<file path="config.mk">
export PLATFORM = sky130hd
export DESIGN_NAME = mux_scan_nto1
export DESIGN_NICKNAME = d
export VERILOG_FILES = /design/src/rtl/mux_pkg.sv /design/src/rtl/mux_next_ch.sv /design/src/rtl/mux_scan_nto1.sv
export SDC_FILE = /design/constraint.sdc
export NUM_CORES = 1
export LEC_CHECK = 0
export ABC_CLOCK_PERIOD_IN_PS = 5400
export CORE_ASPECT_RATIO = 1.25
export CORE_UTILIZATION = 35
export DETAILED_ROUTE_END_ITERATION = 12
export PLACE_DENSITY_LB_ADDON = 0.3
export SETUP_SLACK_MARGIN = 0.2
export SKIP_CTS_REPAIR_TIMING = 1
export SYNTH_ARGS = -nofsm -noshare
export SYNTH_HDL_FRONTEND = slang
export SYNTH_SLANG_ARGS = --single-unit
</file>
<file path="constraint.sdc">
create_clock -name clk -period 5.4 [get_ports clk]
set_clock_uncertainty 0.2 [all_clocks]
set_input_delay 1.08 -clock clk [delete_from_list [all_inputs] [get_ports clk]]
set_output_delay 1.08 -clock clk [all_outputs]
set_load 0.01 [all_outputs]
</file>
<file path="src/rtl/mux_pkg.sv">
// mux_pkg: shared mode encoding and select-width helper
// for the scanning N-to-1 multiplexer.
package mux_pkg;

   typedef enum logic {
      MODE_MANUAL = 1'b0,
      MODE_SCAN   = 1'b1
   } mode_e;

   function automatic int sel_width(input int n);
      return (n < 2) ? 1 : $clog2(n);
   endfunction

endpackage

</file>
<file path="src/rtl/mux_next_ch.sv">
// mux_next_ch: circular priority finder over the enable
// mask, starting at ptr; also flags the highest set bit.
module mux_next_ch
   import mux_pkg::*;
#(
   parameter int N_IN  = 8,
   parameter int SEL_W = 3
) (
   input  logic [N_IN-1:0]  ch_en,
   input  logic [SEL_W-1:0] ptr,
   output logic [SEL_W-1:0] cur,
   output logic             found,
   output logic             is_last
);

   logic [SEL_W-1:0] w_hi;

   // first enabled channel at or after ptr, wrapping at N_IN
   always_comb begin
      int j;
      j     = 0;
      cur   = '0;
      found = 1'b0;
      for (int i = N_IN - 1; i >= 0; i--) begin
         j = int'(ptr) + i;
         if (j >= N_IN)
            j = j - N_IN;
         if (ch_en[SEL_W'(j)]) begin
            cur   = SEL_W'(j);
            found = 1'b1;
         end
      end
   end

   // highest enabled channel marks the end of a sweep
   always_comb begin
      w_hi = '0;
      for (int k = 0; k < N_IN; k++)
         if (ch_en[k])
            w_hi = SEL_W'(k);
   end

   assign is_last = found && (cur == w_hi);

endmodule

</file>
<file path="src/rtl/mux_scan_nto1.sv">
// mux_scan_nto1: registered N-to-1 mux, valid/ready output,
// manual or round-robin scan select. Option: MUX_SEL_ERR_EN.
module mux_scan_nto1
   import mux_pkg::*;
#(
   parameter  int N_IN  = 8,
   parameter  int W     = 8,
   localparam int SEL_W = sel_width(N_IN)
) (
   input  logic              clk,
   input  logic              rst,
   input  logic [N_IN*W-1:0] in_data,
   input  logic              mode,
   input  logic [SEL_W-1:0]  sel,
   input  logic [N_IN-1:0]   ch_en,
   input  logic              out_ready,
   output logic [W-1:0]      out_data,
   output logic [SEL_W-1:0]  out_sel,
   output logic              out_valid,
   output logic              scan_wrap
`ifdef MUX_SEL_ERR_EN
   ,
   output logic              sel_err
`endif
);

   logic [W-1:0]     r_data;
   logic [SEL_W-1:0] r_sel;
   logic             r_valid;
   logic [SEL_W-1:0] r_ptr;
   logic             r_wrap;

   logic             w_scan;
   logic             w_load_ok;
   logic             w_has_src;
   logic [SEL_W-1:0] w_cur;
   logic             w_found;
   logic             w_last;
   logic [SEL_W-1:0] w_idx;
   logic [SEL_W-1:0] w_nxt;
   logic [W-1:0]     w_data;

   mux_next_ch #(
      .N_IN  (N_IN),
      .SEL_W (SEL_W)
   ) u_next (
      .ch_en   (ch_en),
      .ptr     (r_ptr),
      .cur     (w_cur),
      .found   (w_found),
      .is_last (w_last)
   );

   assign w_scan    = (mode_e'(mode) == MODE_SCAN);
   assign w_load_ok = !r_valid || out_ready;
   assign w_idx     = w_scan ? w_cur : sel;
   assign w_nxt     = (int'(w_cur) == N_IN - 1) ?
                      '0 : w_cur + SEL_W'(1);

`ifdef MUX_SEL_ERR_EN
   logic w_oor;
   logic r_err;
   assign w_oor     = (int'(sel) >= N_IN);
   assign w_has_src = w_scan ? w_found : !w_oor;
   assign sel_err   = r_err;

   // error pulse on a manual load attempt with bad select
   always_ff @(posedge clk or posedge rst) begin
      if (rst)
         r_err <= 1'b0;
      else
         r_err <= w_load_ok && !w_scan && w_oor;
   end
`else
   assign w_has_src = w_scan ? w_found : 1'b1;
`endif

   // channel data mux; unmatched (out-of-range) index gives 0
   always_comb begin
      w_data = '0;
      for (int k = 0; k < N_IN; k++)
         if (w_idx == SEL_W'(k))
            w_data = in_data[k*W +: W];
   end

   // output beat register, scan pointer and wrap pulse
   always_ff @(posedge clk or posedge rst) begin
      if (rst) begin
         r_data  <= '0;
         r_sel   <= '0;
         r_valid <= 1'b0;
         r_ptr   <= '0;
         r_wrap  <= 1'b0;
      end else begin
         r_wrap <= 1'b0;
         if (!w_scan)
            r_ptr <= '0;
         if (w_load_ok) begin
            if (w_has_src) begin
               r_data  <= w_data;
               r_sel   <= w_idx;
               r_valid <= 1'b1;
               if (w_scan) begin
                  r_ptr  <= w_nxt;
                  r_wrap <= w_last;
               end
            end else begin
               r_valid <= 1'b0;
            end
         end
      end
   end

   assign out_data  = r_data;
   assign out_sel   = r_sel;
   assign out_valid = r_valid;
   assign scan_wrap = r_wrap;

endmodule
</file>
Word level (Yosys, flattened, before mapping)
Cells that the tools add are included.
{ "word_totals": {"output_inout_bits": 13, "reg_bits": 16} }
{ "classes": {"n_mux": 74, "order_cmp": 16, "eq_ne": 9, "reduce_logical": 5, "addsub": 16} }
{ "ops": {"columns": ["cell", "count"], "rows": [
  ["3-bit two-way mux", 26],
  ["8-bit two-way mux", 8],
  ["3-bit by 5-bit < comparator with 1-bit output (second input constant)", 8],
  ["1-bit two-way mux", 30],
  ["4-bit greater-or-equal comparator (second input constant)", 7],
  ["1-bit binary-select mux with 3-bit select", 8],
  ["3-bit by 1-bit subtractor with 3-bit output (second input constant)", 8],
  ["3-bit by 3-bit adder with 4-bit output (second input constant)", 4],
  ["3-bit equality test (second input constant)", 4],
  ["3-bit by 2-bit adder with 4-bit output (second input constant)", 2],
  ["3-bit by 1-bit equality test with 1-bit output (second input constant)", 2],
  ["3-bit by 2-bit equality test with 1-bit output (second input constant)", 2],
  ["3-bit by 1-bit adder with 4-bit output (second input constant)", 1],
  ["3-bit by 4-bit greater-or-equal comparator with 1-bit output (second input constant)", 1],
  ["2-bit two-way mux", 2],
  ["3-bit by 1-bit adder with 3-bit output (second input constant)", 1],
  ["3-bit equality test", 1],
  ["3-bit zero test", 1],
  ["2-bit AND reduction", 1],
  ["1-bit logical AND", 1],
  ["1-bit zero test", 1],
  ["1-bit logical OR", 1]
]} }

Logic depth before layout (Yosys ltp)
{ "logic_depth": {"depth_word": 24, "depth_mapped": 17, "mapped_depth_nobuf": 13} }

Modules after synthesis
Synthesis repeated with hierarchy kept, for this count alone.
{ "unflattened": {"hier_cells": 329, "hier_area_um2": 2640.0} }
{ "by_module_without_submodules": {"columns": ["module", "cells_per_inst", "seq_area_each_um2", "area_each_um2", "n_inst"], "rows": [
  ["mux_scan_nto1", 173, 400.4, 1415.1, 1],
  ["mux_next_ch", 156, 0.0, 1224.9, 1]
]} }

Least setup slack after synthesis
No wires, ideal clock.
{ "synth_path": {"path_type": "reg-to-reg", "from": "register r_ptr[0]", "to": "register r_data[0], in the netlist out_data[0]", "t_required_ns": 5.065, "arrival_time_ns": 3.709, "n_path_buf": 6, "period_less_slack_ns": 4.044, "stages_incl_launch_ff": 18, "slack_ns": 1.356, "setup_ns": 0.135, "path_cell_list": "dfrtp_1 buf_6 buf_4 inv_1 ha_1 buf_2 buf_2 mux4_2 nor2b_1 o21ai_0 o21a_1 o22ai_1 or3_1 clkbuf_1 buf_2 and4_1 a211oi_1 a211oi_2"} }
{ "synth_via": {"elab_chain_cells": 24} }
{ "synth_lines": {"columns": ["element", "line", "rtl"], "rows": [
  ["start: declaration", "mux_scan_nto1.sv:30", "logic [SEL_W-1:0] r_ptr;"],
  ["start signal: assignment", "mux_scan_nto1.sv:104", "r_ptr <= w_nxt;"],
  ["3-bit by 3-bit adder with 4-bit output", "mux_next_ch.sv:25", "j = int'(ptr) + i;"],
  ["4-bit greater-or-equal comparator / 3-bit by 1-bit subtractor with 3-bit output (equally long branches)", "mux_next_ch.sv:26, mux_next_ch.sv:27", null],
  ["3-bit two-way mux", "mux_next_ch.sv:26", "if (j >= N_IN)"],
  ["1-bit binary-select mux with 3-bit select", "mux_next_ch.sv:28", "if (ch_en[SEL_W'(j)]) begin"],
  ["1-bit two-way mux (implied by the code) (2 in a row)", "mux_next_ch.sv:28", null],
  ["3-bit two-way mux (8 in a row)", "mux_next_ch.sv:28", null],
  ["3-bit two-way mux", "mux_scan_nto1.sv:56", "assign w_idx = w_scan ? w_cur : sel;"],
  ["3-bit zero test", "mux_scan_nto1.sv:82", "if (w_idx == SEL_W'(k))"],
  ["8-bit two-way mux (8 in a row)", "mux_scan_nto1.sv:82", null],
  ["end signal: assignment", "mux_scan_nto1.sv:100", "r_data <= w_data;"],
  ["end: declaration", "mux_scan_nto1.sv:27", "logic [W-1:0] r_data;"]
]} }
Parallel ways exist; a longest one is shown, timed or not. The select of a mux whose other input is x is not followed.
A chain may end at the register's enable or synchronous reset.

Final worst setup path
{ "layout_path": {"from": "input port ch_en[4]", "to": "register r_data[0], in the netlist out_data[0]"} }
{ "layout_via": {"elab_chain_cells": 21} }
{ "layout_lines": {"columns": ["element", "line", "rtl"], "rows": [
  ["start: declaration", "mux_scan_nto1.sv:15", "input logic [N_IN-1:0] ch_en,"],
  ["1-bit binary-select mux with 3-bit select", "mux_next_ch.sv:28", null],
  ["1-bit two-way mux (implied by the code) (2 in a row)", "mux_next_ch.sv:28", null],
  ["3-bit two-way mux (8 in a row)", "mux_next_ch.sv:28", null],
  ["3-bit two-way mux", "mux_scan_nto1.sv:56", null],
  ["3-bit zero test", "mux_scan_nto1.sv:82", null],
  ["8-bit two-way mux (8 in a row)", "mux_scan_nto1.sv:82", null]
]} }
Parallel ways exist; a longest one is shown, timed or not. The select of a mux whose other input is x is not followed.

==> key figures <==
Setup path
  – Worst path required time: 5.37 ns
  – Setup crit start: ch_en[4]
  – CP max-delay cell: clkdlybuf4s50_1
  – CP Launch Type: input pin
  – CP max stage delay: 0.66 ns
  – Crit Path Max Fanout: 19
  – Critical path endpoint category: flip-flop
  – FF-to-FF Start: r_ptr[0]$_DFF_PP0_
  – Critical path type: input pin to flip-flop
  – Arr. time, crit path: 4.72 ns
  – Worst path cell trace: clkdlybuf4s50_1 > mux4_2 > mux2_2 > a32o_1 > o2111a_1 > nor3b_4 > or2_1 > buf_4 > a211oi_1 > o21a_1 > a211oi_2

Logic synthesis
  – Top_reg_cell synth: dfrtp_1
  – Register area share after synthesis: 0.1415
  – Synth area leaders: dfrtp_1 14%, mux4_2 14%, mux2i_1 6.0%
  – Async SR Flop Fraction: 1.000
  – Post-Syn Nets: 422
  – Share of the synthesized area in the top cell type: 0.1415
  – Flops & latches, synth: 16
  – Mapped cell area: 2830 um^2
  – Synth warn: 0
  – Syn Area/Cell: 8.324 um^2
  – Synth area leader: dfrtp_1
  – Post-synth EDFFs: 0
  – Synth unique cells: 61
  – Synth Instances: 340

Power and ir drop
  – Logic pwr share: 0.831
  – PD cells: 531.3 nW/um^2
  – Switch share: 0.5025
  – Clock power frac: 0.054
  – Leak: 1.400 nW
  – Max VDD drop: 0.3222 mV
  – Flop pwr share: 0.115
  – Pint: 1.006 mW
  – Net Switching: 1.016 mW

Floorplan
  – Core area: 7838 um^2
  – Die width: 82.43 um
  – Initial Util: 0.3611
  – Row Count: 36
  – Die area: 8452 um^2
  – Die height: 102.5 um
  – # IOs: 92

Cells and area
  – Final #Nets: 492
  – Synthesis-to-layout area growth: 34.53%
  – Commonest non-fill, non-tap cell in the layout: clkdlybuf4s50_1
  – Most frequent cells in the layout: 91 x clkdlybuf4s50_1, 21 x nand2_1, 19 x nor2_1, 18 x a21oi_1
  – Share of layout cells above drive strength 1: 0.1125
  – Util after Layout: 0.4858
  – Diodes inserted: 0

Timing
  – Worst slew pin tran: 1.064 ns
  – Final worst path period need: 4.745 ns
  – Final hold vios: 0
  – Final hold slack: 0.2811 ns
  – Crit share post-route: 0.8788
  – Final setup fails: 0
  – Peak Freq: 210.7 MHz
  – Fin worst setup slack: 0.6545 ns
  – Post-route setup TNS: 0 ns
  – RSZ-0062 raised after global routing: no
  – Slew Viols, Final: 0
  – Slew margin rel.: 0.2906

Placed design
  – DP Worst Slack: 0.4257 ns
  – Post-DP HPWL: 6877 um
  – Gpl congestion: 0.8803
  – IO buf count: 91

Hold path
  – Hold WC Path Type: flip-flop to flip-flop
  – Hold_sp: out_sel[2]$_DFFE_PP0P_

Job
  – Max-Cap Viols: 0

Outcome
  – Status: finished clean

Global route
  – Vias in the first global route: 2904
  – GR Overflow Total: 0
  – Initial antenna violation count: 0
  – Total GRT Usage: 0.2120
  – Largest net degree at the start of global routing: 29
  – First-pass GRT wire length: 13710 um

Clock tree
  – Worst-path clk slew: 0.06 ns
  – Root buf cell: clkbuf_8
  – Inserted Clock Buffers: 3
  – Worst-skew pair later-pin latency: 0.25 ns
  – Clk buf depth: 2
  – TritonCTS clock tree: built
  – Number of clock sinks: 16
  – CTS H-tree depth: 1

Routing
  – Residual DRC count: 0
  – Routed WL: 8913 um
  – Max Used Layer: met4
  – Routed length on met3: 588 um
  – Vias per cell: 6.032
  – WL/cell: 17.68 um
  – DR vias: 3040
  – ANT nets after route: 0
  – DRT Pass-1 Iters: 4
  – Met2 wire length: 4419 um
  – Iter 0 DRT Violations: 124
  – WL met1: 3627 um
==> state kept, by name, indices dropped and copies added (netlist names) <==
register / cells
out_sel: 3
scan_wrap: 1
out_data: 8
r_ptr: 3
out_valid: 1
==> critical path: cells and delay by family <==
kind                   cells  cell delay, ns
muxes                      2            0.99
buffers and inverters      2            0.97
and+or+nand+nor            2            0.61
AOI/OAI and AO/OA          5            1.04
==> stage by stage <==
stage	total power, mW	cells	instance area, um^2
floorplan	1.493	340	2830
global placement	1.864	500	3752
detailed placement	1.899	500	3752
CTS	2.017	504	3807
global route	2.178	504	3807
finish	2.023	504	3807
==> routing by layer <==
layer | up-vias | GRT usage
met5 | - | 0
met4 | 0 | 0.09312
met3 | 21 | 0.03982
met2 | 126 | 0.3687
met1 | 1433 | 0.2501
li1 | 1460 | -
==> cell type report <==
type,count,area [um^2]
multi-input combinational,275,2202
fill,798,4030
inverter,14,52.55
clock buffer,4,55.05
tap,95,118.9
timing repair buffer,100,978.4
sequential,16,400.4
==> logic make-up (layout without fill, tap and decap cells) <==
group | count (synthesis) | after routing | synth area share
AO/OA/AOI/OAI | 121 | 121 | 0.3143
AND/OR/NAND/NOR | 105 | 105 | 0.2144
buffers and inverters | 49 | 118 | 0.08046
multiplexers | 38 | 38 | 0.2113
flip-flops | 16 | 16 | 0.1415
XOR/XNOR | 8 | 8 | 0.02476
adder cells (fa/ha/maj) | 3 | 3 | 0.01326
==> power by group through the flow <==
stage	registers, mW	logic (mW)	clock network (mW)
after floorplan	0.221	1.27	0
after global placement	0.232	1.63	0
after detailed placement	0.232	1.67	0
after CTS	0.232	1.67	0.111
after global routing	0.240	1.82	0.116
final	0.233	1.68	0.109
==> path summary, 6_finish.rpt <==
check                           slack (ns)                      end  depth (start not counted)
worst max-delay path                  0.65  out_data[0]$_DFFE_PP0P_                         11
worst min-delay path                  0.28   out_sel[2]$_DFFE_PP0P_                          2
worst max register to register        0.92  out_data[0]$_DFFE_PP0P_                         11
worst min register to register        0.28   out_sel[2]$_DFFE_PP0P_                          2
max in group asynchronous             3.59   out_sel[0]$_DFFE_PP0P_                          2
min in group asynchronous             1.01       r_ptr[0]$_DFF_PP0_                          2
==> synthesized netlist by cell type (3+ instances only) <==
| cell type | instances |
|---|---|
| and3_1 | 3 |
| nor2_1 | 19 |
| a211oi_2 | 6 |
| nor2b_1 | 8 |
| o21ai_0 | 17 |
| mux2i_1 | 17 |
| a31oi_1 | 5 |
| inv_1 | 14 |
| nand2b_1 | 6 |
| or2_2 | 3 |
| or3_1 | 8 |
| o21a_1 | 8 |
| clkbuf_1 | 20 |
| o22ai_1 | 4 |
| a211oi_1 | 16 |
| nor3b_1 | 6 |
| a22o_1 | 7 |
| o211a_1 | 3 |
| ha_1 | 3 |
| buf_6 | 3 |
| and4_1 | 13 |
| a21o_1 | 3 |
| buf_4 | 3 |
| o211ai_1 | 7 |
| mux2_2 | 4 |
| nand2_1 | 21 |
| a2111oi_0 | 5 |
| buf_2 | 8 |
| a22oi_1 | 3 |
| xnor2_1 | 6 |
| dfrtp_1 | 16 |
| nor3_1 | 6 |
| a21oi_1 | 18 |
| mux4_2 | 17 |
Power figures use the tool's default switching activity.
